### config.mk
export PLATFORM = sky130hd
export DESIGN_NAME = seq_addsub
export DESIGN_NICKNAME = d
export VERILOG_FILES = /design/src/rtl/seq_addsub.sv
export SDC_FILE = /design/constraint.sdc
export NUM_CORES = 1
export LEC_CHECK = 0
export BUFFER_PORTS_ARGS = -buffer_cell sky130_fd_sc_hd__buf_4
export CAP_MARGIN = 20
export CORE_MARGIN = 2
export CORE_UTILIZATION = 26
export CTS_BUF_LIST = sky130_fd_sc_hd__clkbuf_16
export DETAILED_ROUTE_END_ITERATION = 10
export SLEW_MARGIN = 20
export SYNTH_ARGS = -nofsm -noshare
export SYNTH_HDL_FRONTEND = slang
export SYNTH_SLANG_ARGS = --single-unit
### constraint.sdc
create_clock -name clk -period 4.1 [get_ports clk]
set_input_delay 0.615 -clock clk [delete_from_list [all_inputs] [get_ports clk]]
set_output_delay 0.615 -clock clk [all_outputs]
set_load 0.01 [all_outputs]
### src/rtl/seq_addsub.sv
// Multi-cycle adder/subtractor: adds CHUNK bits per clock with a running carry,
// valid/ready handshakes on both sides, and carry/overflow/zero flags on completion.
module seq_addsub #(
  parameter int unsigned WIDTH = 16,
  parameter int unsigned CHUNK = 4
) (
  input  logic             clk,
  input  logic             rst_n,
  input  logic             in_valid,
  output logic             in_ready,
  input  logic [WIDTH-1:0] A,
  input  logic [WIDTH-1:0] B,
  input  logic             Op,
  output logic             out_valid,
  input  logic             out_ready,
  output logic [WIDTH-1:0] S,
  output logic             C,
  output logic             V,
  output logic             Z
);

  localparam int unsigned N      = WIDTH / CHUNK;
  localparam int unsigned CNT_W  = (N > 1) ? $clog2(N) : 1;
  localparam int unsigned BASE_W = $clog2(WIDTH) + 1;
  localparam logic [CNT_W-1:0] LAST = CNT_W'(N - 1);

  if ((CHUNK < 1) || (CHUNK > WIDTH) || ((WIDTH % CHUNK) != 0)) begin : g_bad_cfg
    $error("seq_addsub: WIDTH must be a multiple of CHUNK with 1 <= CHUNK <= WIDTH");
  end

  typedef enum logic [1:0] {IDLE, RUN, DONE} state_t;

  state_t           r_state;
  state_t           w_state_nxt;
  logic [WIDTH-1:0] r_a;
  logic [WIDTH-1:0] r_b;
  logic             r_op;
  logic [CNT_W-1:0] r_cnt;
  logic             r_carry;
  logic [WIDTH-1:0] r_s;
  logic             r_c;
  logic             r_v;
  logic             r_z;

  logic [BASE_W-1:0] w_base;
  logic [CHUNK-1:0]  w_a_chunk;
  logic [CHUNK-1:0]  w_b_chunk;
  logic [CHUNK:0]    w_sum;
  logic [WIDTH-1:0]  w_s_nxt;
  logic              w_cout;
  logic              w_cmsb;
  logic              w_last;

  // One chunk of the ripple: select chunk k, add with running carry, merge into S
  always_comb begin
    w_base    = BASE_W'(r_cnt) * BASE_W'(CHUNK);
    w_a_chunk = r_a[w_base +: CHUNK];
    w_b_chunk = r_b[w_base +: CHUNK];
    w_sum     = (CHUNK+1)'(w_a_chunk) + (CHUNK+1)'(w_b_chunk) + (CHUNK+1)'(r_carry);
    w_s_nxt   = r_s;
    w_s_nxt[w_base +: CHUNK] = w_sum[CHUNK-1:0];
    w_cout    = w_sum[CHUNK];
    // Carry into the chunk MSB recovered from the sum bit and its two operand bits
    w_cmsb    = w_sum[CHUNK-1] ^ w_a_chunk[CHUNK-1] ^ w_b_chunk[CHUNK-1];
    w_last    = (r_cnt == LAST);
  end

  always_comb begin
    w_state_nxt = r_state;
    case (r_state)
      IDLE:    if (in_valid)  w_state_nxt = RUN;
      RUN:     if (w_last)    w_state_nxt = DONE;
      DONE:    if (out_ready) w_state_nxt = IDLE;
      default:                w_state_nxt = IDLE;
    endcase
  end

  always_ff @(posedge clk) begin
    if (!rst_n) begin
      r_state <= IDLE;
      r_a     <= '0;
      r_b     <= '0;
      r_op    <= 1'b0;
      r_cnt   <= '0;
      r_carry <= 1'b0;
      r_s     <= '0;
      r_c     <= 1'b0;
      r_v     <= 1'b0;
      r_z     <= 1'b0;
    end else begin
      r_state <= w_state_nxt;
      case (r_state)
        IDLE: begin
          // Subtraction is A + ~B + 1: invert B here and seed the carry with Op
          if (in_valid) begin
            r_a     <= A;
            r_b     <= B ^ {WIDTH{Op}};
            r_op    <= Op;
            r_cnt   <= '0;
            r_carry <= Op;
          end
        end
        RUN: begin
          r_s     <= w_s_nxt;
          r_carry <= w_cout;
          r_cnt   <= r_cnt + CNT_W'(1);
          if (w_last) begin
            r_c <= w_cout ^ r_op;
            r_v <= w_cmsb ^ w_cout;
            r_z <= (w_s_nxt == '0);
          end
        end
        default: begin
        end
      endcase
    end
  end

  // Handshake flags decode the registered state; in_ready is masked during reset
  assign in_ready  = rst_n && (r_state == IDLE);
  assign out_valid = (r_state == DONE);
  assign S         = r_s;
  assign C         = r_c;
  assign V         = r_v;
  assign Z         = r_z;

endmodule

== Yosys cells after proc, flatten, opt, wreduce, memory -nomap -nowiden ==
Index checks and enable logic that the tools add are counted.

* Input port bits: 37
* Register bits after elaboration: 57
* Output and inout bits: 21
* Word-level logic and storage cells: 46

* $add $sub $neg: 4
* Shift operators: 4
* Muxes and demuxes: 9
* Bitwise logic cells: 5
* Reductions and logical operators: 8
* Eq/ne operators: 6

{| class="wikitable"
|+ Operators with widths
! cell !! number
|-
| 16-bit by 5-bit variable part select with 4-bit output || 2
|-
| 16-bit bitwise mux || 1
|-
| 16-bit logical NOT || 1
|-
| 4-bit by 7-bit variable shift with 16-bit output (first input constant) || 1
|-
| 4-bit by 7-bit variable part select with 16-bit output || 1
|-
| 16-bit XOR || 1
|-
| 2-bit 2-to-1 mux || 4
|-
| 4-bit negation with 7-bit output || 1
|-
| 2-bit one-hot mux with 3 select lines || 1
|-
| 2-bit AND reduction || 3
|-
| 4-bit by 4-bit adder with 5-bit output || 1
|-
| 5-bit by 1-bit adder with 5-bit output || 1
|-
| 2-bit == test (second input constant) || 2
|-
| 2-bit != test (second input constant) || 2
|-
| 2-bit one-hot mux with 2 select lines || 1
|-
| 1-bit XOR || 4
|-
| 3-bit AND reduction || 1
|-
| 2-bit by 1-bit adder with 2-bit output (second input constant) || 1
|-
| 2-bit by 1-bit == test with 1-bit output (second input constant) || 1
|-
| 2-bit logical NOT || 1
|-
| 2-bit by 1-bit != test with 1-bit output (second input constant) || 1
|-
| 1-bit one-hot mux with 2 select lines || 1
|-
| 2-bit nonzero test || 1
|-
| 1-bit logical AND || 1
|-
| 1-bit 2-to-1 mux || 1
|}

== Longest topological paths before layout ==
Gate-level depths: netlist (run 1).

* Word-level depth: 6
* Gate-level depth with buffers: 11
* Depth with buffers taken out: 9

== Worst setup path after synthesis (run 1) ==
Ideal clock, no wire load.

* Path type: flip-flop to flip-flop
* Start: register r_cnt[0]
* End: register r_z (netlist: Z)
* Setup time: 0.096 ns
* Data required time: 4.004 ns
* Cell stages (with the launch flop): 11
* Path buffers: 3
* Period minus slack after synthesis: 3.039 ns
* Slack: 1.061 ns
* Arrival time: 2.943 ns
* Path through: dfxtp_1 -> buf_6 -> buf_2 -> mux4_2 -> fa_1 -> and3_4 -> or3_4 -> and2_1 -> buf_6 -> o21a_1 -> o41ai_2

* Word-level cells in the longest chain between the ends: 6
* Elaborated cells on any way between the ends: 11
* Classes of those cells: 3 x add/sub; 1 x eq/ne; 4 x shift; 1 x mux; 2 x reduce/logical

{| class="wikitable"
|+ RTL lines
! element !! line !! RTL
|-
| from (decl) || 38 || <nowiki>logic [CNT_W-1:0] r_cnt;</nowiki>
|-
| from (signal assigned) || 106 || <nowiki>r_cnt <= r_cnt + CNT_W'(1);</nowiki>
|-
| 16-bit by 5-bit variable part select with 4-bit output, on equally long branches || 57, 58 ||
|-
| 4-bit by 4-bit adder with 5-bit output || 59 || <nowiki>w_sum = (CHUNK+1)'(w_a_chunk) + (CHUNK+1)'(w_b_chunk) + (CHUNK+1)'(r_carry);</nowiki>
|-
| 5-bit by 1-bit adder with 5-bit output || 59 ||
|-
| 4-bit by 7-bit variable part select with 16-bit output || 61 || <nowiki>w_s_nxt[w_base +: CHUNK] = w_sum[CHUNK-1:0];</nowiki>
|-
| 16-bit bitwise mux || 61 ||
|-
| 16-bit logical NOT || 110 || <nowiki>r_z <= (w_s_nxt == '0);</nowiki>
|-
| to (signal assigned) || 110 ||
|-
| to (decl) || 43 || <nowiki>logic r_z;</nowiki>
|}

Parallel ways exist; a longest one is shown, timed or not.
A chain may end at the register's enable or synchronous reset.

== Worst setup path after layout (run 1) ==
* Start: register r_cnt[0]
* End: register r_v (netlist: V)

* Word-level cells in the longest chain between the ends: 6
* Elaborated cells on any way between the ends: 9
* Classes of those cells: 2 x add/sub; 1 x eq/ne; 2 x shift; 3 x bitwise; 1 x reduce/logical

{| class="wikitable"
|+ RTL lines
! element !! line !! RTL
|-
| 16-bit by 5-bit variable part select with 4-bit output, on equally long branches || 57, 58 ||
|-
| 4-bit by 4-bit adder with 5-bit output || 59 ||
|-
| 5-bit by 1-bit adder with 5-bit output || 59 ||
|-
| 1-bit XOR (2 in a row) || 64 || <nowiki>w_cmsb = w_sum[CHUNK-1] ^ w_a_chunk[CHUNK-1] ^ w_b_chunk[CHUNK-1];</nowiki>
|-
| 1-bit XOR || 109 || <nowiki>r_v <= w_cmsb ^ w_cout;</nowiki>
|-
| to (signal assigned) || 109 ||
|-
| to (decl) || 42 || <nowiki>logic r_v;</nowiki>
|}

Parallel ways exist; a longest one is shown, timed or not.

==> flow_metrics.py, run 1 <==
metrics = {
    "run_status": {
        "status": "complete, no violations",
    },
    "clocking": {
        "cts.sinks": 57,
        "numCtsBuffers": 9,
        "htreeDepth": 3,
        "cts_tree": "yes",
        "cts.hold.buffers_added": 0,
        "root_buffer": "clkbuf_16",
        "clk_pin_slew_ns": 0.05,
        "insertion_delay_ns": 0.32,
        "post_cts_buffers": 0,
        "cts_resized": 0,
        "clockBufferDepth": 2,
    },
    "floorplanning": {
        "rows": 38,
        "die_w_um": 110,
        "core-area_um2": 10900,
        "io_pins": 58,
        "dieHeight_um": 110,
        "start_util_pct": 26.7,
        "dieArea_um2": 12100,
    },
    "pwr": {
        "p_seq_share_pct": 38.9,
        "peakVddDrop_uv": 163,
        "clkPwrFrac_pct": 45.7,
        "p_leak_uw": 0.00144,
        "comb_power_share_pct": 15.4,
        "powerDensity_nw_per_um2": 419,
        "intPower_uw": 1160,
        "p_sw_share_pct": 25.9,
        "power.switching_uw": 404,
    },
    "yosys": {
        "synth-simple-area-share_pct": 22.9,
        "synth_top_family_by_area": "simple AND/OR/NAND/NOR gates",
        "synth_edf_count": 0,
        "synth_xor_area_share_pct": 4.82,
        "synth-compound-area-share_pct": 17.3,
        "yosys_warnings": 0,
        "ys_seq_elements": 57,
        "avgSynthCellArea_um2": 9.06,
        "synthMuxAreaShare_pct": 6.19,
        "ys_async_sr_fraction_pct": 0,
        "synth-adder-area-share_pct": 5.25,
        "ys.flop_type": "dfxtp_1",
        "seq_area_frac_synth_pct": 39.2,
        "syn-num-nets": 369,
        "ys_types": 40,
        "synthesis.area_um2": 2910,
        "postSynthCellCount": 321,
    },
    "worst_setup_path": {
        "cp.arrival_ns": 3.52,
        "path_buf_inv": 0,
        "crit_required_ns": 4.36,
        "crit_fanout": 12,
        "cpPeakStageDelay_ns": 0.74,
        "crit_family": "simple AND/OR/NAND/NOR gates",
        "crit_type": "reg2reg",
        "start_kind": "flip-flop",
        "cp_slowest_cell": "dfxtp_1",
        "crit_path_cell_trace": "mux4_2 -> fa_1 -> and3_4 -> o21ai_0 -> and2_1 -> nor4b_1 -> nand4bb_1",
        "critPathCaptureType": "flip-flop",
    },
    "final_layout": {
        "final_area_um2": 3730,
        "area_delta_synth_final_pct": 28.3,
        "final_cell_mix": "buf_4, dfxtp_1, nand2_1",
        "nNetsFinal": 421,
        "diodes": 0,
        "drive_gt1_share_pct": 23.8,
        "final_cells": 518,
        "layout_commonest_cell": "buf_4",
    },
    "hold_path": {
        "hp-class": "reg2reg",
    },
    "sta": {
        "slew_headroom_pct": 55.6,
        "clock_skew_ns": 0.00382,
        "grt_setup_unrepaired": "false",
        "fmax_mhz": 307,
        "slew_viol_final": 0,
        "worst_pin_slew_ns": 0.665,
        "fin_setup_tns_ns": 0,
        "setup_viol": 0,
        "fin_crit_sh_pct": 79.4,
        "finalHoldViolCount": 0,
        "post-route-min-period_ns": 3.25,
    },
    "route": {
        "viasPerCell": 4.67,
        "wl_met3_um": 288,
        "route.detailed.drc": 0,
        "dr.pass1.iters": 4,
        "drt_iter0_markers": 96,
        "vias": 2420,
        "wl_um": 6820,
        "wl_met1_um": 3210,
        "wl_met2_um": 3260,
        "antenna_left": 0,
        "highest_layer": "met4",
        "routedWlPerCell_um": 13.2,
    },
    "global_route": {
        "grt_pass1_wl_um": 11500,
        "grtUsageTotal_pct": 12.3,
        "grt_max_degree": 50,
        "antenna_found_initial": 0,
        "gr-total-overflow": 0,
        "first_global_vias": 2429,
    },
    "placement": {
        "routabilityCongestion": 0.785,
        "port_buffers": 57,
        "hpwlAfterDp_um": 5040,
        "placed_area_um2": 3440,
        "dp_cells": 502,
    },
    "job": {
        "maxCapViolCount": 0,
    },
}
-- cell usage after synthesis, types with 6 or more instances --
master	n	area share, %
dfxtp_1	57	39
inv_1	6	0.77
nand2_1	45	5.8
nor2b_1	19	4.1
o21ai_0	6	1.0
a21boi_0	6	1.5
xnor2_1	16	4.8
buf_2	6	1.0
a211oi_1	16	4.1
a22oi_1	16	4.1
nor2_1	29	3.7
ha_1	9	3.9
mux4_2	8	6.2
a21oi_1	18	3.1
clkbuf_1	12	1.5
-- path summary, 6_finish.rpt --
kind | startpoint | end | slack, ns | cells after the start
min reg2reg | r_a[7] | r_a[7] | 0.46 | 2
min | r_a[7] | r_a[7] | 0.46 | 2
max reg2reg | r_cnt[0] | V | 0.85 | 7
max | r_cnt[0] | V | 0.85 | 7
-- flip-flops by register name, indices dropped and copies added, names as in the netlist --
name     cells
r_state      2
C            1
r_carry      1
r_a         16
r_cnt        2
S           16
V            1
Z            1
r_op         1
r_b         16
-- per-layer routing --
metal	vias to the layer above	track usage, %
met2	57	20.8
met5	-	0
met1	1115	14.9
met3	7	3.44
li1	1241	-
met4	0	4.70
-- power by group through the flow --
stage	Clock (µW)	Sequential, µW	Combinational, µW
floorplan	0	609	177
global placement	0	619	237
detailed placement	0	619	243
CTS	730	608	244
global route	751	612	269
finish	714	608	240
-- stage by stage --
| step | util [%] | hold WS (ns) | power (µW) | setup slack [ns] |
|---|---|---|---|---|
| floorplan | - | 0.433 | 786 | 1.06 |
| global placement | 31.6 | 0.448 | 856 | 0.943 |
| detailed placement | 31.6 | 0.452 | 863 | 0.786 |
| CTS | 34.3 | 0.459 | 1580 | 0.791 |
| global route | 34.3 | 0.485 | 1630 | 0.555 |
| finish | 34.3 | 0.456 | 1560 | 0.845 |
-- worst reg2reg max path: stages, from the launching register on --
cell	delay, ns
dfxtp_1	0.74
mux4_2	0.60
fa_1	0.43
and3_4	0.20
o21ai_0	0.42
and2_1	0.38
nor4b_1	0.26
nand4bb_1	0.15
-- logic make-up (layout without fill, tap and decap cells) --
| group | Yosys count | after routing |
|---|---|---|
| flops | 57 | 57 |
| buf+inv | 27 | 84 |
| fa+ha+maj | 11 | 11 |
| compound gates | 73 | 73 |
| mux | 8 | 8 |
| xor+xnor | 16 | 16 |
| simple gates | 129 | 129 |
-- cell type report --
cell class | instances | area (µm²)
Clock buffer | 9 | 225
Clock inverter | 7 | 62.6
Fill cell | 1105 | 7160
Inverter | 7 | 26.3
Multi-Input combinational cell | 237 | 1640
Sequential cell | 57 | 1140
Tap cell | 140 | 175
Timing Repair Buffer | 61 | 458
Note: power is estimated with default switching activity, not from simulation.
==> run 2: changes to the inputs <==
Clock period 4.1 ns to 2.85 ns, I/O delays scaled along.
==> run 2 against run 1 <==
Compared with the run above:
- sequential power increased by 44%
- sequential share of layout area increased by 0.17 points
- clock power increased by 26%
- clock skew increased by 0.0063 ns
- cell count increased by 0.19%
- setup slack got worse by 0.69 ns
- utilization decreased by 0.081 points
- wire length increased by 2.3%
==> flow_metrics.py, run 2 (synthesized netlist as in run 1, its figures left out) <==
metrics = {
    "clocking": {
        "clk_pin_slew_ns": 0.05,
        "root_buffer": "clkbuf_16",
        "insertion_delay_ns": 0.32,
        "post_cts_buffers": 0,
        "clockBufferDepth": 2,
        "cts_tree": "yes",
        "numCtsBuffers": 9,
        "cts.sinks": 57,
        "cts.hold.buffers_added": 0,
        "htreeDepth": 3,
    },
    "final_layout": {
        "final_area_um2": 3720,
        "final_cell_mix": "buf_4, dfxtp_1, nand2_1",
        "area_delta_synth_final_pct": 28.0,
        "nNetsFinal": 424,
        "drive_gt1_share_pct": 24.5,
        "final_cells": 519,
        "diodes": 0,
        "layout_commonest_cell": "buf_4",
        "fin_util_pct": 34.2,
    },
    "route": {
        "antenna_left": 0,
        "vias": 2475,
        "dr.pass1.iters": 4,
        "wl_um": 6980,
        "route.detailed.drc": 0,
        "drt_iter0_markers": 98,
        "viasPerCell": 4.77,
        "routedWlPerCell_um": 13.4,
    },
    "global_route": {
        "grtUsageTotal_pct": 12.4,
        "grt_pass1_wl_um": 11600,
        "antenna_found_initial": 0,
        "gr-total-overflow": 0,
        "grt_max_degree": 50,
        "first_global_vias": 2488,
    },
    "worst_setup_path": {
        "crit_path_cell_trace": "mux4_2 -> fa_2 -> and3_4 -> or3_4 -> and2_1 -> o21a_1 -> o41ai_2",
        "crit_type": "reg2reg",
        "cp_slowest_cell": "mux4_2",
        "start_kind": "flip-flop",
        "cpPeakStageDelay_ns": 0.54,
        "cp.arrival_ns": 2.92,
        "crit_fanout": 9,
        "r2r_start": "r_cnt[0]",
        "crit_end": "Z",
        "path_buf_inv": 0,
        "timing.rr.end": "Z",
        "crit_required_ns": 3.07,
        "cp.depth": 7,
        "ff2ff_path_depth": 7,
        "setup.worst_path.start": "r_cnt[0]",
        "critPathCaptureType": "flip-flop",
        "crit_family": "simple AND/OR/NAND/NOR gates",
        "ff2ff_setup_slack_ns": 0.15,
    },
    "floorplanning": {
        "rows": 38,
        "io_pins": 58,
        "dieArea_um2": 12100,
        "die_w_um": 110,
        "start_util_pct": 26.7,
        "dieHeight_um": 110,
        "core-area_um2": 10900,
    },
    "sta": {
        "slew_viol_final": 0,
        "clock_skew_ns": 0.0101,
        "setup_viol": 0,
        "slew_headroom_pct": 57.9,
        "fmax_mhz": 371,
        "worst_pin_slew_ns": 0.629,
        "post-route-min-period_ns": 2.70,
        "fin_setup_tns_ns": 0,
        "fin_crit_sh_pct": 94.7,
        "grt_setup_unrepaired": "false",
        "finalHoldViolCount": 0,
    },
    "placement": {
        "routabilityCongestion": 0.853,
        "hpwlAfterDp_um": 5310,
        "port_buffers": 57,
        "placed_area_um2": 3470,
        "dp_cells": 505,
    },
    "hold_path": {
        "hold_path_depth": 3,
        "hp-class": "in2reg",
    },
    "job": {
        "maxCapViolCount": 0,
    },
    "pwr": {
        "p_leak_uw": 0.00143,
        "powerDensity_nw_per_um2": 572,
        "peakVddDrop_uv": 250,
        "total_power_uw": 2130,
    },
    "run_status": {
        "status": "complete, no violations",
    },
}
run 2: tightest hold or removal path: cells and delay by family:
family                 cells  cell delay, ns
buffers and inverters      1            0.10
AND/OR/NAND/NOR            1            0.05
AO/OA/AOI/OAI              1            0.05
run 2: layout make-up:
cell class / instances / area, µm²
multi-input cells: 237 / 1650
inverters: 7 / 26.3
repair buffers: 64 / 480
fillers: 1104 / 7160
flip-flops and latches: 57 / 1140
clock buffers: 9 / 225
clock inverters: 5 / 25.0
well taps: 140 / 175
run 2: per-layer routing:
metal	wire length (µm)	vias to the layer above	GRT usage [%]	part of all wire, %
met5	0	-	0	0
met4	46	0	3.98	0.66
met3	343	6	3.85	4.9
met2	3320	65	20.5	48
met1	3260	1159	15.3	47
li1	-	1245	-	-
run 2: how the worst min path moves through the flow:
stage               startpoint      end  slack [ns]
finish                    A[8]   r_a[8]        0.37
global route              A[4]   r_a[4]        0.37
CTS                       A[7]   r_a[7]        0.36
detailed placement      r_a[3]   r_a[3]        0.45
global placement       r_a[12]  r_a[12]        0.45
floorplan              r_a[10]  r_a[10]        0.43
run 2: report_power, final:
group	total, µW	switching, µW	internal, µW
Sequential	873	30.5	842
Combinational	358	192	166
Clock	900	334	566
run 2: what timing repair did:
item                                   4_1_cts  5_1_grt
resized for setup                            0        1
setup endpoints to repair                    0        6
endpoints found under the hold margin        0        0
run 2: metrics by stage:
| step | setup WS, ns | hold WS [ns] |
|---|---|---|
| final | 0.152 | 0.366 |
| after global routing | 0.00357 | 0.370 |
| after CTS | 0.0343 | 0.360 |
| after detailed placement | 0.0261 | 0.454 |
| after global placement | 0.128 | 0.448 |
| after floorplan | 0.00149 | 0.433 |
==> run 3: changes to the inputs <==
Settings changed: BUFFER_PORTS_ARGS -buffer_cell sky130_fd_sc_hd__buf_4 to default, CORE_ASPECT_RATIO from default to 1.4, DONT_BUFFER_PORTS from default to 1.
==> run 3 against run 2 <==
Compared with the run above:
- die area hardly changed
- clock skew shrank 0.0041 ns
- critical path depth did not move
- sequential share of layout area is 3.6 points higher
- utilization decreased by 3.5 points
- count of clock-buffer cells in the layout unchanged
- worst hold slack worse by 0.13 ns
- non-clock buffer count shrank 55
- flip-flop and latch count is the same
- fmax increased by 1.6%
- sequential power about the same
- power decreased by 0.30%
- critical endpoint unchanged
- largest cell class unchanged
- highest routed layer unchanged
==> flow_metrics.py, run 3 (synthesized netlist as in run 1, its figures left out) <==
metrics = {
    "clocking": {
        "root_buffer": "clkbuf_16",
        "cts_tree": "yes",
        "numCtsBuffers": 9,
        "htreeDepth": 3,
        "cts.sinks": 57,
        "cts.hold.buffers_added": 0,
        "clk_pin_slew_ns": 0.05,
        "insertion_delay_ns": 0.33,
        "clockBufferDepth": 2,
    },
    "final_layout": {
        "diodes": 0,
        "layout_commonest_cell": "dfxtp_1",
        "area_delta_synth_final_pct": 14.5,
        "drive_gt1_share_pct": 12.3,
        "nNetsFinal": 369,
        "final_area_um2": 3330,
        "final_cell_mix": "dfxtp_1, nand2_1, nor2_1",
        "final_cells": 467,
    },
    "floorplanning": {
        "dieHeight_um": 129,
        "rows": 45,
        "io_pins": 58,
        "core-area_um2": 10900,
        "start_util_pct": 26.8,
        "die_w_um": 93.4,
        "dieArea_um2": 12100,
    },
    "placement": {
        "hpwlAfterDp_um": 5330,
        "port_buffers": 0,
        "dp_cells": 451,
        "routabilityCongestion": 0.896,
        "placed_area_um2": 3060,
    },
    "route": {
        "dr.pass1.iters": 4,
        "drt_iter0_markers": 72,
        "routedWlPerCell_um": 15.0,
        "antenna_left": 0,
        "viasPerCell": 4.90,
        "route.detailed.drc": 0,
        "wl_um": 7010,
        "vias": 2287,
    },
    "pwr": {
        "p_leak_uw": 0.00116,
        "peakVddDrop_uv": 282,
        "total_power_uw": 2120,
        "powerDensity_nw_per_um2": 638,
    },
    "worst_setup_path": {
        "crit_path_cell_trace": "mux4_2 -> fa_2 -> and3_4 -> or3_4 -> and2_1 -> o21a_1 -> o41ai_2",
        "crit_family": "simple AND/OR/NAND/NOR gates",
        "cpPeakStageDelay_ns": 0.55,
        "cp_slowest_cell": "mux4_2",
        "crit_fanout": 9,
        "crit_required_ns": 3.09,
        "crit_type": "reg2reg",
        "path_buf_inv": 0,
        "critPathCaptureType": "flip-flop",
        "start_kind": "flip-flop",
        "cp.arrival_ns": 2.90,
    },
    "sta": {
        "clock_skew_ns": 0.00597,
        "post-route-min-period_ns": 2.66,
        "slew_headroom_pct": 60.4,
        "fmax_mhz": 376,
        "slew_viol_final": 0,
        "grt_setup_unrepaired": "false",
        "fin_crit_sh_pct": 93.2,
        "worst_pin_slew_ns": 0.592,
        "setup_viol": 0,
        "finalHoldViolCount": 0,
        "fin_setup_tns_ns": 0,
        "whs_ns": 0.231,
    },
    "global_route": {
        "grtUsageTotal_pct": 12.2,
        "grt_max_degree": 35,
        "grt_pass1_wl_um": 11200,
        "gr-total-overflow": 0,
        "antenna_found_initial": 0,
        "first_global_vias": 2267,
    },
    "job": {
        "maxCapViolCount": 0,
    },
    "run_status": {
        "status": "complete, no violations",
    },
    "hold_path": {
        "hp-class": "in2reg",
    },
}
run 3: cell types whose count changed in the layout (fill, tap and decap cells not counted):
cell	change
buf_6	+1
clkinvlp_4	+2
buf_4	-56
inv_1	+2
clkinv_1	-2
run 3: final cells by class:
| cell class | count | area [µm²] |
|---|---|---|
| Clock buffer | 9 | 225 |
| Sequential cell | 57 | 1140 |
| Inverter | 7 | 26.3 |
| Clock inverter | 7 | 40.0 |
| Timing Repair Buffer | 9 | 71.3 |
| Fill cell | 1130 | 7540 |
| Tap cell | 141 | 176 |
| Multi-Input combinational cell | 237 | 1650 |
run 3: timing repair:
action / CTS / global route
gates resized for setup: 0 / 2
setup buffers: 0 / 0
endpoints found under the setup margin: 0 / 6
run 3: final timing paths:
| path | startpoint | end | slack, ns | depth (start not counted) |
|---|---|---|---|---|
| max | r_cnt[0] | Z | 0.19 | 7 |
| min | A[9] | r_a[9] | 0.23 | 2 |
| max reg2reg | r_cnt[0] | Z | 0.19 | 7 |
| min reg2reg | r_a[5] | r_a[5] | 0.46 | 2 |
run 3: power by group:
| group | internal (µW) | leakage [µW] | total [µW] | switching, µW |
|---|---|---|---|---|
| clock | 576 | 0.000130 | 948 | 372 |
| combinational | 136 | 0.000567 | 301 | 165 |
| sequential | 841 | 0.000467 | 875 | 33.5 |
| total | 1550 | 0.00116 | 2120 | 570 |
run 3: worst register-to-register path: stages (launching register included):
cell	delay, ns
dfxtp_4	0.44
mux4_2	0.55
fa_2	0.38
and3_4	0.19
or3_4	0.38
and2_1	0.20
o21a_1	0.12
o41ai_2	0.31
run 3: stage by stage:
| step | setup WS [ns] | util [%] |
|---|---|---|
| final | 0.193 | 30.7 |
| after global routing | 0.00743 | 30.7 |
| after CTS | 0.0224 | 30.6 |
| after detailed placement | 0.0499 | 28.2 |
| after global placement | 0.0827 | 28.2 |
| after floorplan | 0.00149 | - |
run 3: metal layers:
metal	GRT usage (%)	share of wire [%]	vias up
met5	0	0	-
met4	5.80	1.8	0
met3	4.65	7.7	12
met2	20.7	50	73
met1	13.3	41	1070
li1	-	-	1132
